$ cat config.mk
export PLATFORM = sky130hd
export DESIGN_NAME = bus_xfer_seq
export DESIGN_NICKNAME = d
export VERILOG_FILES = /design/src/rtl/bus_xfer_pkg.sv /design/src/rtl/rr_arb2.sv /design/src/rtl/bus_xfer_seq.sv
export SDC_FILE = /design/constraint.sdc
export NUM_CORES = 1
export LEC_CHECK = 0
export CORE_ASPECT_RATIO = 0.5
export CORE_UTILIZATION = 30
export DETAILED_ROUTE_END_ITERATION = 6
export PLACE_DENSITY_LB_ADDON = 0.2
export SLEW_MARGIN = 20
export SYNTH_ARGS = -nofsm -noshare
export SYNTH_HDL_FRONTEND = slang
export SYNTH_SLANG_ARGS = --single-unit
$ cat constraint.sdc
create_clock -name clk -period 5.5 [get_ports clk]
set_input_delay 0.825 -clock clk [delete_from_list [all_inputs] [get_ports clk]]
set_output_delay 0.825 -clock clk [all_outputs]
set_load 0.005 [all_outputs]
$ cat src/rtl/bus_xfer_pkg.sv
// Shared encodings for the register-transfer sequencer: command ops, FSM states
// and the default bank geometry.
package bus_xfer_pkg;

  localparam int NREG_DEF = 16;
  localparam int IDXW_DEF = 4;
  localparam int DW_DEF   = 32;
  localparam int TMP_DEF  = NREG_DEF - 1;

  typedef enum logic [1:0] {
    OP_NOP   = 2'b00,
    OP_MOVE  = 2'b01,
    OP_LOADI = 2'b10,
    OP_SWAP  = 2'b11
  } op_e;

  typedef enum logic [1:0] {
    IDLE = 2'b00,
    X1   = 2'b01,
    X2   = 2'b10,
    X3   = 2'b11
  } state_e;

endpackage

$ cat src/rtl/rr_arb2.sv
// Two-way round-robin arbiter; the pointer names the requester favoured on a tie
// and flips to the loser of each accepted handshake.
module rr_arb2 (
  input  logic       clk,
  input  logic       clr,
  input  logic [1:0] valid_i,
  input  logic       accept_i,
  output logic [1:0] grant_o,
  output logic       ptr_o
);

  logic ptr_q, ptr_d;

  always_comb begin
    grant_o = 2'b00;
    unique case (valid_i)
      2'b01:   grant_o = 2'b01;
      2'b10:   grant_o = 2'b10;
      2'b11:   grant_o = ptr_q ? 2'b10 : 2'b01;
      default: grant_o = 2'b00;
    endcase
  end

  always_comb begin
    ptr_d = ptr_q;
    if (accept_i) ptr_d = grant_o[0];
  end

  always_ff @(posedge clk or negedge clr) begin
    if (!clr) ptr_q <= 1'b0;
    else      ptr_q <= ptr_d;
  end

  assign ptr_o = ptr_q;

endmodule

$ cat src/rtl/bus_xfer_seq.sv
// Bus transfer sequencer: arbitrates two command sources and drives registered
// one-hot bus-source selects and register load enables for MOVE, LOADI and SWAP.
module bus_xfer_seq
  import bus_xfer_pkg::*;
#(
  parameter int NREG = NREG_DEF,
  parameter int IDXW = IDXW_DEF,
  parameter int DW   = DW_DEF,
  parameter int TMP  = NREG - 1
) (
  input  logic            clk,
  input  logic            clr,
  input  logic [1:0]      req_valid,
  output logic [1:0]      req_ready,
  input  logic [1:0]      req0_op,
  input  logic [1:0]      req1_op,
  input  logic [IDXW-1:0] req0_src,
  input  logic [IDXW-1:0] req1_src,
  input  logic [IDXW-1:0] req0_dst,
  input  logic [IDXW-1:0] req1_dst,
  input  logic [DW-1:0]   req0_imm,
  input  logic [DW-1:0]   req1_imm,
  output logic [NREG-1:0] bus_src_sel,
  output logic            imm_drive,
  output logic [DW-1:0]   imm_bus,
  output logic [NREG-1:0] reg_load,
  output logic            busy,
  output logic            done,
  output logic            err
);

  localparam logic [IDXW-1:0] TmpIdx = IDXW'(TMP);

  state_e            state_q, state_d;
  op_e               op_q, op_d;
  logic [IDXW-1:0]   src_q, src_d, dst_q, dst_d;
  logic [NREG-1:0]   sel_q, sel_d, load_q, load_d;
  logic              drv_q, drv_d;
  logic [DW-1:0]     imm_q, imm_d;
  logic              done_q, done_d, err_q, err_d;

  logic [1:0]        grant;
  logic              arb_ptr;
  logic              hs;
  logic              pick;
  op_e               cmd_op;
  logic [IDXW-1:0]   cmd_src, cmd_dst;
  logic [DW-1:0]     cmd_imm;
  logic              swap_bad;

  function automatic logic [NREG-1:0] dec(input logic [IDXW-1:0] idx);
    logic [NREG-1:0] v;
    v      = '0;
    v[idx] = 1'b1;
    return v;
  endfunction

  rr_arb2 u_arb (
    .clk      (clk),
    .clr      (clr),
    .valid_i  (req_valid),
    .accept_i (hs),
    .grant_o  (grant),
    .ptr_o    (arb_ptr)
  );

  // Ready is offered only from IDLE and is forced low while reset is asserted.
  assign req_ready = (clr && state_q == IDLE) ? grant : 2'b00;
  assign hs        = |(req_valid & req_ready);
  assign pick      = (req_valid == 2'b11) ? arb_ptr : req_valid[1];

  assign cmd_op   = op_e'(pick ? req1_op : req0_op);
  assign cmd_src  = pick ? req1_src : req0_src;
  assign cmd_dst  = pick ? req1_dst : req0_dst;
  assign cmd_imm  = pick ? req1_imm : req0_imm;
  assign swap_bad = (cmd_src == cmd_dst) || (cmd_src == TmpIdx) || (cmd_dst == TmpIdx);

  always_comb begin
    state_d = state_q;
    op_d    = op_q;
    src_d   = src_q;
    dst_d   = dst_q;
    sel_d   = '0;
    load_d  = '0;
    drv_d   = 1'b0;
    imm_d   = imm_q;
    done_d  = 1'b0;
    err_d   = 1'b0;
    unique case (state_q)
      IDLE: begin
        if (hs) begin
          op_d  = cmd_op;
          src_d = cmd_src;
          dst_d = cmd_dst;
          unique case (cmd_op)
            OP_NOP: done_d = 1'b1;
            OP_MOVE: begin
              state_d = X1;
              sel_d   = dec(cmd_src);
              load_d  = dec(cmd_dst);
            end
            OP_LOADI: begin
              state_d = X1;
              drv_d   = 1'b1;
              imm_d   = cmd_imm;
              load_d  = dec(cmd_dst);
            end
            OP_SWAP: begin
              if (swap_bad) begin
                err_d = 1'b1;
              end else begin
                state_d = X1;
                sel_d   = dec(cmd_src);
                load_d  = dec(TmpIdx);
              end
            end
            default: ;
          endcase
        end
      end
      X1: begin
        if (op_q == OP_SWAP) begin
          state_d = X2;
          sel_d   = dec(dst_q);
          load_d  = dec(src_q);
        end else begin
          state_d = IDLE;
          done_d  = 1'b1;
        end
      end
      X2: begin
        state_d = X3;
        sel_d   = dec(TmpIdx);
        load_d  = dec(dst_q);
      end
      X3: begin
        state_d = IDLE;
        done_d  = 1'b1;
      end
      default: state_d = IDLE;
    endcase
  end

  always_ff @(posedge clk or negedge clr) begin
    if (!clr) begin
      state_q <= IDLE;
      op_q    <= OP_NOP;
      src_q   <= '0;
      dst_q   <= '0;
      sel_q   <= '0;
      load_q  <= '0;
      drv_q   <= 1'b0;
      imm_q   <= '0;
      done_q  <= 1'b0;
      err_q   <= 1'b0;
    end else begin
      state_q <= state_d;
      op_q    <= op_d;
      src_q   <= src_d;
      dst_q   <= dst_d;
      sel_q   <= sel_d;
      load_q  <= load_d;
      drv_q   <= drv_d;
      imm_q   <= imm_d;
      done_q  <= done_d;
      err_q   <= err_d;
    end
  end

  assign bus_src_sel = sel_q;
  assign reg_load    = load_q;
  assign imm_drive   = drv_q;
  assign imm_bus     = imm_q;
  assign busy        = (state_q != IDLE);
  assign done        = done_q;
  assign err         = err_q;

endmodule

==> metrics, run 1 <==
status=finished, violations left; violated checks=DRC; Comb power frac=36.7%; P_leak=2.58 nW; GP Congestion=0.872; die width=167 um; Post-CTS Hold Buffers=0; critical path's largest stage delay=0.69 ns; Max Fclk=304 MHz; Synth Area per Inst=9.91 um^2; Post-synth EDFFs=0; critical path type=input port to flop; max-cap violation count=0; Psw=0.785 mW; share of flip-flops with an asynchronous set or reset=100%; Synth Warn #=0; CP endpoint kind=flop; Core Rows=29; IR drop worst, VDD=163 uV; total CTS buffers=9; Max-slew headroom=35.8%; sw frac=32.7%; sequential element share of the synthesized area=49.3%; Critical Path Start Type=input port; minimum clock period after layout=3.29 ns; Synth Cell Area=4060 um^2; Mapped Cells=410; sequential share of power=38.5%; I/O pin total=158; RSZ-0062 raised after global routing=false; H-tree lvl count=3; Hold Crit Class=input port to async pin; Nets=652; GR Overflow Total=0; vias in the first global route=3538; root buffer cell=clkbuf_16; # diodes=0; Max Buffers Root-to-Sink=2; layout cells sized above 1=6.93%; CP Max Fanout=65; first drt pass iteration count=6; Starting Density=31.4%; largest net degree at the start of global routing=66; post-route ant nets=0; worst slew pin tran=0.959 ns; WHS=0.407 ns; Internal=1.61 mW; clock skew=0.00668 ns; Max Slew Vio Count=0; Starting DRT DRC Count=172; final hold vios=0; WP data required=5.66 ns; Die Area=14000 um^2; drt wl/cell=15.1 um; drt via density=4.87; TritonCTS Sinks=80; syn_nets=503; Placeable Area=12900 um^2; clock slew seen by the registers of the worst setup and hold paths=0.06 ns; critical-path cell list=clkdlybuf4s50_1 > and2_4 > mux2i_1 > inv_1 > ha_1 > nand2_2 > o21ai_0; antenna violations before repair=0; Setup Buffers After CTS=0; Crit-path slowest cell=nand2_2; gr usage total=16.5%; clk_lat worst skew=0.33 ns; fillcell total=1269; Post-synth top flop=dfrtp_1; Post-DP HPWL=8330 um; Final Cycle Share=59.9%; global-route wire length before repair=18200 um; Worst path top cell family by delay=simple AND/OR/NAND/NOR gates; setup TNS=0 ns; IO Port Bufs=157; Crit path buffers/inverters=2; library cells used by synthesis=51; Data arrival, critical path=3.45 ns; Seq cells post-synth=80; CTS tree=done; DR vias=3568; Setup Viol. Count Final=0; PD cells=396 nW/um^2; Die H=84.3 um; post-cts resize count=0; Residual DRC=3; DRT Wirelength=11100 um; Layout area overhead=49.3%; Clock Power Share=24.7%
-- cells by family (layout without fill, tap and decap cells) --
logic type | after synthesis | in the layout | synth area share (%)
AO/OA/AOI/OAI | 101 | 101 | 16.0
XOR/XNOR | 8 | 8 | 1.73
adder cells (fa/ha/maj) | 5 | 5 | 1.54
buffers and inverters | 30 | 183 | 3.30
flip-flops | 80 | 80 | 49.3
multiplexers | 39 | 39 | 9.95
AND/OR/NAND/NOR | 147 | 147 | 18.2
-- per-stage QoR --
step	std cells	worst slack [ns]	instance area, um^2	power (mW)	utilization, %
2_1_floorplan	410	2.49	4060	1.32	-
3_3_place_gp	718	1.94	5770	1.80	44.6
3_5_place_dp	718	1.81	5770	1.82	44.6
4_1_cts	733	2.14	6060	2.43	46.9
5_1_grt	733	1.92	6060	2.56	46.9
6_report	733	2.21	6060	2.40	46.9
-- state kept, by name, summed over array words and instances (netlist names), named ones only --
register	cells
state_q	1
u_arb.ptr_o	1
imm_drive	1
imm_bus	32
err	1
op_q	2
bus_src_sel	16
done	1
reg_load	16
src_q	4
dst_q	4
-- cell usage in the layout, fill, tap and decap left out, types with 8 or more instances in the layout --
master,n
a21oi_1,9
clkbuf_16,9
clkdlybuf4s50_1,156
dfrtp_1,80
mux2i_1,35
nand2_1,72
nand2b_1,8
nor2_1,15
o21ai_0,49
o221ai_1,12
o31ai_1,8
xnor2_1,8
-- power by group through the flow --
stage,Sequential (mW),Combinational (mW),Clock [mW]
floorplan,0.894,0.431,0
global placement,0.924,0.880,0
detailed placement,0.929,0.890,0
CTS,0.926,0.891,0.611
global route,0.956,0.971,0.637
finish,0.924,0.881,0.594
-- worst paths after layout --
kind / slack (ns) / cells past startpoint / start / to
min: 0.41 / 1 / clr / imm_bus[16]$_DFFE_PN0P_
min reg2reg: 0.47 / 2 / imm_bus[12]$_DFFE_PN0P_ / imm_bus[12]$_DFFE_PN0P_
max reg2reg: 2.81 / 7 / u_arb.ptr_o$_DFFE_PN0N_ / imm_bus[7]$_DFFE_PN0P_
min in group clk: 0.47 / 2 / imm_bus[12]$_DFFE_PN0P_ / imm_bus[12]$_DFFE_PN0P_
max: 2.21 / 7 / req_valid[1] / imm_bus[7]$_DFFE_PN0P_
max in group asynchronous: 4.08 / 2 / clr / bus_src_sel[2]$_DFF_PN0_
-- cell type report --
| class | instances | area [um^2] | area share [%] |
|---|---|---|---|
| inverter | 8 | 30.0 | 0.495 |
| clock inverter | 5 | 56.3 | 0.929 |
| timing repair buffer | 160 | 1590 | 26.3 |
| multi-input combinational | 300 | 1930 | 31.8 |
| clock buffer | 10 | 239 | 3.94 |
| sequential | 80 | 2000 | 33.0 |
| tap | 170 | 213 | 3.51 |
-- synthesized netlist by cell type (all sizes together), types with 6 or more instances --
cell type / instances / area (um^2)
o221ai: 12 / 105
a31oi: 7 / 43.8
nand4: 6 / 37.5
nor2: 15 / 56.3
inv: 8 / 30.0
o21ai: 50 / 250
nand2b: 9 / 58.8
mux2i: 37 / 378
xnor2: 8 / 70.1
a21oi: 9 / 45.0
nand2: 74 / 278
nor3b: 6 / 50.1
clkbuf: 14 / 53.8
dfrtp: 80 / 2000
buf: 8 / 50.1
o31ai: 8 / 60.1
o32ai: 8 / 85.1
-- metal layers --
metal  track usage [%]  up-vias  part of all wire, %
li1                  -     1773                    -
met1              20.9     1684                   45
met2              27.7      102                   48
met3              4.86        9                  6.1
met4              3.96        0                 0.74
met5                 0        -                    0
Power figures use the tool's default switching activity.
==> run 2, diff against run 1 <==
Clock period 5.5 ns to 3.1 ns, I/O delays scaled along.
==> metrics, run 2 (synthesis results as in run 1) <==
Clock Power Share=22.8% (-1.9 points); first drt pass iteration count=6 (unchanged); I/O pin total=158 (unchanged); max-cap violation count=0 (unchanged); GR Overflow Total=0 (unchanged); Placeable Area=12900 um^2 (unchanged); Max Buffers Root-to-Sink=2 (unchanged); Max-slew headroom=46.9% (+11 points); violated checks=DRC; layout cells sized above 1=7.23% (+0.30 points); vias in the first global route=3555 (+0.48%); PD cells=687 nW/um^2 (+74%); critical-path cell list=clkdlybuf4s50_1 > nand2b_2 > and2_4 > mux2_4 > inv_2 > ha_1 > or4_1 > o221ai_1; Core Rows=29 (unchanged); CTS tree=done; P_leak=2.58 nW (+0.24%); root buffer cell=clkbuf_16; GP Congestion=0.876 (+0.40%); antenna violations before repair=0 (unchanged); Die Area=14000 um^2 (unchanged); CP Max Fanout=19 (-71%); critical path depth in cells=8 (+1); Max Slew Vio Count=0 (unchanged); Data arrival, critical path=2.70 ns (-0.75 ns); design area=6070 um^2 (+0.14%); Max Fclk=407 MHz; Die H=84.3 um (unchanged); Residual DRC=3 (unchanged); minimum clock period after layout=2.46 ns; max reg flops=32 (unchanged); R2R Setup Slk=0.75 ns (-2.06 ns); clock slew seen by the registers of the worst setup and hold paths=0.06 ns (about the same); Total Power=4.17 mW (+74%); critical path type=input port to flop; Critical Path Start Type=input port; Hold Crit Class=input port to async pin; drt via density=4.89 (+0.41%); gr usage total=17.0% (+0.50 points); Setup Buffers After CTS=0 (unchanged); DR vias=3602 (+0.95%); Crit-path slowest cell=or4_1; DRT Wirelength=11400 um (+2.6%); Comb power frac=37.9% (+1.2 points); Psw=1.40 mW (+79%); # diodes=0 (unchanged); Internal=2.77 mW (+72%); critical register-to-register path endpoint=reg_load[13]$_DFF_PN0_; WHS=0.155 ns (-0.252 ns); IO Port Bufs=157 (unchanged); post-cts resize count=0 (unchanged); total CTS buffers=9 (unchanged); IR drop worst, VDD=312 uV (+92%); sw frac=33.6% (+0.90 points); RSZ-0062 raised after global routing=false; largest net degree at the start of global routing=66 (unchanged); r2r worst-path depth=5 (-2); clk_lat worst skew=0.34 ns (about the same); fillcell total=1270 (+0.079%); Setup Viol. Count Final=0 (unchanged); setup TNS=0 ns (unchanged); die width=167 um (unchanged); clock skew=0.00551 ns (-0.00117 ns); drt wl/cell=15.4 um (+2.1%); Nets=657 (+0.77%); post-route ant nets=0 (unchanged); sequential share of power=39.3% (+0.8 points); Starting Density=31.4% (unchanged); Post-CTS Hold Buffers=0 (unchanged); Crit path buffers/inverters=2 (unchanged); Final Cycle Share=79.3%; worst slew pin tran=0.791 ns (-0.168 ns); global-route wire length before repair=18700 um (+2.4%); Post-DP HPWL=8630 um (+3.6%); WP data required=3.35 ns (-2.31 ns); leading cell type in the layout, fill and taps excluded=clkdlybuf4s50_1; multi-input logic area=1930 um^2 (unchanged); TritonCTS Sinks=80 (unchanged); Placed Area=5820 um^2 (+0.87%); CP endpoint kind=flop; Reg area=2000 um^2 (unchanged); H-tree lvl count=3 (unchanged); r2r startpoint=state_q[0]$_DFFE_PN0P_; Starting DRT DRC Count=167 (-2.9%); critical path's largest stage delay=0.59 ns (-0.10 ns); Layout area overhead=49.5%; status=finished, violations left; most frequent cells in the layout=clkdlybuf4s50_1 (156), dfrtp_1 (80), nand2_1 (72); Worst path top cell family by delay=simple AND/OR/NAND/NOR gates; final hold vios=0 (unchanged)
run 2: cell types whose count changed in the layout (fill, tap and decap cells not counted):
cell / before / now
clkinv_2: 2 / 1
bufinv_16: 1 / 0
buf_4: 4 / 8
buf_12: 0 / 1
clkinv_4: 0 / 1
inv_6: 1 / 0
clkbuf_8: 1 / 0
clkbuf_1: 0 / 2
run 2: metrics by stage:
stage | worst slack, ns | util (%) | std cells
floorplan | 0.449 | - | 410
global placement | 0.332 | 45.0 | 723
detailed placement | 0.301 | 45.0 | 723
CTS | 0.649 | 47.0 | 737
global route | 0.467 | 47.0 | 737
finish | 0.642 | 47.0 | 737
run 2: how the worst max path moves through the flow:
stage                      start                  endpoint  slack [ns]
floorplan           req_valid[0]  bus_src_sel[5]$_DFF_PN0_        0.45
detailed placement  req_valid[0]    reg_load[13]$_DFF_PN0_        0.30
CTS                 req_valid[0]    reg_load[13]$_DFF_PN0_        0.65
global placement    req_valid[0]  bus_src_sel[0]$_DFF_PN0_        0.33
global route        req_valid[0]  bus_src_sel[4]$_DFF_PN0_        0.47
finish              req_valid[0]    reg_load[13]$_DFF_PN0_        0.64
run 2: power by group through the flow:
stage	Sequential [mW]	Clock, mW	Combinational (mW)
floorplan	1.59	0	0.765
global placement	1.64	0	1.59
detailed placement	1.65	0	1.60
CTS	1.64	0.974	1.60
global route	1.69	1.03	1.75
finish	1.64	0.951	1.58
run 2: area by class of cell:
cell class	instances	share of cell area [%]
flip-flops and latches	80	33.0
multi-input cells	300	31.8
repair buffers	165	27.0
clock buffers	11	3.83
well taps	170	3.50
inverters	8	0.495
clock inverters	3	0.350
run 2: worst register-to-register path: stages, from the launching register on:
cell and delay, ns:
dfrtp_1 0.43, nor3b_2 0.38, o21ai_1 0.37, buf_4 0.28, or4_1 0.58, o221ai_1 0.23
run 2: routing by layer:
layer / wire, um / GRT usage (%)
met1: 5180 / 22.0
met2: 5340 / 27.3
met3: 697 / 5.23
met4: 141 / 4.88
met5: 0 / 0
==> RTL edit 1 (config.mk and constraints of run 2) <==
The 4 states of `state_e` get a Gray code encoding in 2 bits.
--- a/src/rtl/bus_xfer_pkg.sv
+++ b/src/rtl/bus_xfer_pkg.sv
@@ -18,6 +18,6 @@
     IDLE = 2'b00,
     X1   = 2'b01,
-    X2   = 2'b10,
-    X3   = 2'b11
+    X2   = 2'b11,
+    X3   = 2'b10
   } state_e;
 
Behaviour: no difference found for any inputs over 4 cycles, from zero or initial values; so few cycles prove little.
==> RTL edit 1 against run 2 <==
Setup slack worse by 0.30 ns; synthesized area is 6.3% higher; cell area rose by 5.9%; global-route usage grew 1.4 points; sequential cell count unchanged; synthesized cell count rose by 9.3%; clock power increased by 19%; first-iteration DRC count grew 11%; total power up 0.31%; routed wire length grew 15%; largest power group unchanged; highest routed layer unchanged.
==> RTL edit 1: results <==
{
  "avgSynthCellArea_um2": 9.64,
  "port-buffer-count": 157,
  "antenna_found_initial": 0,
  "dp_hpwl_um": 10000,
  "cpLargestDelayFamily": "buffers and inverters",
  "diodes": 0,
  "critPathMaxStageDelay_ns": 0.55,
  "grt_first_pass_wirelength_um": 21100,
  "fin_cells": 804,
  "drive_gt1_share_pct": 7.35,
  "drt-total-wl_um": 13100,
  "synth-compound-area-share_pct": 16.7,
  "root_buffer": "clkbuf_16",
  "peakVddDrop_mv": 0.310,
  "synthAdderAreaFrac_pct": 1.45,
  "postCtsSetupRepairBufs": 0,
  "clk_path_buf_depth": 2,
  "maxSlewHeadroom_pct": 59.5,
  "synthTopCellsByArea": "dfrtp_1 46%, mux2i_1 8.3%, nand2_1 6.3%, o21ai_0 5.7%, o221ai_1 2.2%",
  "synth_common_cells": "80 x dfrtp_1, 72 x nand2_1, 49 x o21ai_0, 36 x mux2i_1, 20 x nor2_1",
  "cts_hold_buf": 1,
  "drc_errors": 0,
  "synth-seq-area-share_pct": 46.3,
  "clk_latency_ns": 0.33,
  "critPathSlowestCell": "clkdlybuf4s50_1",
  "path_clk_slew_ns": 0.06,
  "path_max_fanout": 11,
  "largest_reg_flops": 32,
  "initial_utilization_pct": 31.3,
  "grt_util_all_layers_pct": 18.4,
  "finClkSkew_ns": 0.00716,
  "use_met3_pct": 6.30,
  "grt_max_degree": 66,
  "synth_xor_xnor_area_share_pct": 1.62,
  "outcome": "completed",
  "use_met2_pct": 29.6,
  "cts_resized": 0,
  "hold_class": "flop to flop",
  "syn-num-nets": 541,
  "arrival_ns": 2.29,
  "dp_slack_ns": 0.0694,
  "drtIter0Drc": 186,
  "p_leak_nw": 2.71,
  "cts_buffers": 9,
  "htreeDepth": 3,
  "grt.met1_usage_pct": 23.5,
  "synthMuxAreaShare_pct": 8.34,
  "max_cap_viol_count": 0,
  "dp.cells": 787,
  "place_congestion": 0.904,
  "vias_per_cell": 4.93,
  "synth_warnings": 0,
  "dr.pass1.iters": 4,
  "synth.distinct_cells": 54,
  "synth_async_sr_flop_share_pct": 100,
  "num-nets-final": 700,
  "overflow": 0
}
-- RTL edit 1: cell count changes after synthesis, moves of 3 or more --
| cell | before | now |
|---|---|---|
| a211oi_1 | 0 | 3 |
| nand4b_1 | 1 | 4 |
| nor2b_1 | 2 | 9 |
| buf_6 | 0 | 3 |
| nand3_1 | 5 | 16 |
| xnor2_1 | 8 | 4 |
| a31oi_1 | 7 | 13 |
| o32ai_1 | 6 | 9 |
| nor2_1 | 15 | 20 |
| o211ai_1 | 0 | 3 |
| xor2_1 | 0 | 4 |
-- RTL edit 1: cell type report --
type	count	area [um2]
fill	1377	7380
multi-input combinational	334	2130
sequential	80	2000
timing repair buffer	175	1720
tap	192	240
clock buffer	11	233
clock inverter	5	81.3
inverter	7	26.3
-- RTL edit 1: worst paths after layout --
kind                                         start                         to  slack [ns]  cells after the start
setup / recovery                               clr               req_ready[1]        0.34                      5
hold / removal             imm_bus[29]$_DFFE_PN0P_    imm_bus[29]$_DFFE_PN0P_        0.48                      2
setup reg to reg           u_arb.ptr_o$_DFFE_PN0N_     reg_load[12]$_DFF_PN0_        0.60                      8
hold reg to reg            imm_bus[29]$_DFFE_PN0P_    imm_bus[29]$_DFFE_PN0P_        0.48                      2
max in group asynchronous                      clr  bus_src_sel[10]$_DFF_PN0_        1.81                      3
min in group asynchronous                      clr    imm_bus[29]$_DFFE_PN0P_        0.50                      2
-- RTL edit 1: power breakdown --
group          leakage (nW)  internal [mW]  switching [mW]
Sequential             1.04           1.33           0.229
Clock                 0.150          0.706           0.426
Combinational          1.51          0.801           0.694
Total                  2.71           2.84            1.35
-- RTL edit 1: cells by family (layout without fill, tap and decap cells) --
group                      Yosys count  count (layout)
xor gates and xnor gates             8               8
adders and majority gates            5               5
and+or+nand+nor                    174             174
DFF                                 80              80
AOI/OAI and AO/OA                  111             111
buffers and inverters               34             198
muxes                               36              36
-- RTL edit 1: routing by layer --
layer,routed length (um),vias up
li1,-,1940
met5,0,-
met4,182,0
met2,6090,165
met3,1140,15
met1,5710,1843
-- RTL edit 1: worst reg2reg max path: stages (launching register included) --
cell and delay [ns]:
dfrtp_1 0.41, nor2b_1 0.30, o21ai_0 0.17, and2_1 0.22, ha_1 0.24, nor3_4 0.33, o21ai_0 0.32, o221a_2 0.35
nor2_1 0.09
-- RTL edit 1: per-stage QoR --
step           instance area [um2]  utilization [%]
5_1_grt                       6430             46.6
6_report                      6430             46.6
3_3_place_gp                  6110             44.2
3_5_place_dp                  6110             44.2
4_1_cts                       6430             46.6
2_1_floorplan                 4320                -
==> RTL edit 2 (config.mk and constraints of run 2) <==
Without the edit above. Change the package constant `IDXW_DEF` from 4 to 5.
--- a/src/rtl/bus_xfer_pkg.sv
+++ b/src/rtl/bus_xfer_pkg.sv
@@ -4,5 +4,5 @@
 
   localparam int NREG_DEF = 16;
-  localparam int IDXW_DEF = 4;
+  localparam int IDXW_DEF = 5;
   localparam int DW_DEF   = 32;
   localparam int TMP_DEF  = NREG_DEF - 1;
Interface: changed (resized req0_dst, req0_src, req1_dst and req1_src); port bits go from 158 to 162. No check against the original RTL was run, so the function may have changed too.
==> RTL edit 2 against run 2 <==
Cell count rose by 9.0%; total power rose by 2.0%; die area rose by 5.3%; sequential share of layout area fell by 0.96 points; count of clock-buffer cells in the layout did not move; critical path depth fell by 3; setup slack got worse by 0.16 ns; routed wire length rose by 4.9%; sequential cell count rose by 2; cell area rose by 5.6%; combinational power fell by 3%; synthesized area rose by 5.4%.
==> RTL edit 2: results <==
{
  "finClkSkew_ns": 0.00680,
  "num-nets-final": 703,
  "ff_latch_area_mm2": 0.00205,
  "clk_share_pct": 4.88,
  "numSequentialCells": 82,
  "place_area_mm2": 0.00610,
  "maxSlewHeadroom_pct": 52.9,
  "critPathSlowestCell": "clkdlybuf4s50_1",
  "p_leak_nw": 2.76,
  "fill_cells": 1374,
  "seq_share_pct": 32.0,
  "synthAdderAreaFrac_pct": 1.46,
  "critPathMaxStageDelay_ns": 0.62,
  "synth.distinct_cells": 49,
  "num-multi-input-gates": 333,
  "drtIter0Drc": 196,
  "outcome": "completed",
  "n_all_buffers": 171,
  "dp_hpwl_um": 9150,
  "synth_common_cells": "82 x dfrtp_1, 67 x nand2_1, 52 x o21ai_0, 39 x nor2_1, 38 x mux2i_1",
  "grt_pass1_vias": 3918,
  "drive_gt1_share_pct": 6.06,
  "place_congestion": 0.862,
  "dp.cells": 787,
  "peakVddDrop_mv": 0.231,
  "synthMuxAreaShare_pct": 9.15,
  "synth-compound-area-share_pct": 17.8,
  "wire_per_inst_um": 14.8,
  "arrival_ns": 2.16,
  "path_max_fanout": 26,
  "syn_inst": 449,
  "avgSynthCellArea_um2": 9.53
}
## RTL edit 2: cell types whose count changed after synthesis, moves of 5 or more
cell | before | now
xnor2_1 | 8 | 2
nor2_1 | 15 | 39
o221ai_1 | 12 | 0
o32ai_1 | 6 | 15
xor2_1 | 0 | 8
nand2_1 | 74 | 67
o22ai_1 | 1 | 14
a21oi_1 | 9 | 4
o21a_1 | 2 | 13
o31ai_1 | 8 | 0
nand4_1 | 6 | 1
## RTL edit 2: worst paths after layout
check / startpoint / endpoint / slack (ns) / cells after the start
max in group asynchronous: clr / bus_src_sel[15]$_DFF_PN0_ / 1.93 / 3
min in group clk: imm_bus[28]$_DFFE_PN0P_ / imm_bus[28]$_DFFE_PN0P_ / 0.48 / 2
worst max register to register: u_arb.ptr_o$_DFFE_PN0N_ / reg_load[15]$_DFF_PN0_ / 0.92 / 7
worst max-delay path: req_valid[1] / req_ready[1] / 0.48 / 5
worst min-delay path: clr / u_arb.ptr_o$_DFFE_PN0N_ / 0.16 / 2
worst min register to register: imm_bus[28]$_DFFE_PN0P_ / imm_bus[28]$_DFFE_PN0P_ / 0.48 / 2
## RTL edit 2: power by group
group / internal [mW] / leakage, nW / switching, mW
combinational: 0.833 / 1.54 / 0.708
sequential: 1.38 / 1.07 / 0.234
clock: 0.672 / 0.153 / 0.425
total: 2.89 / 2.76 / 1.37
## RTL edit 2: layer usage
layer  vias up  track usage (%)  part of all wire, %
li1       1906                -                    -
met1      1840             21.9                   45
met2       133             29.0                   48
met3        14             4.47                  6.3
met4         0             5.28                  1.3
met5         -                0                    0
## RTL edit 2: worst max-delay path: cells and delay by family
family	cells	cell delay, ns
buffers and inverters	3	1.20
and+or+nand+nor	2	0.49
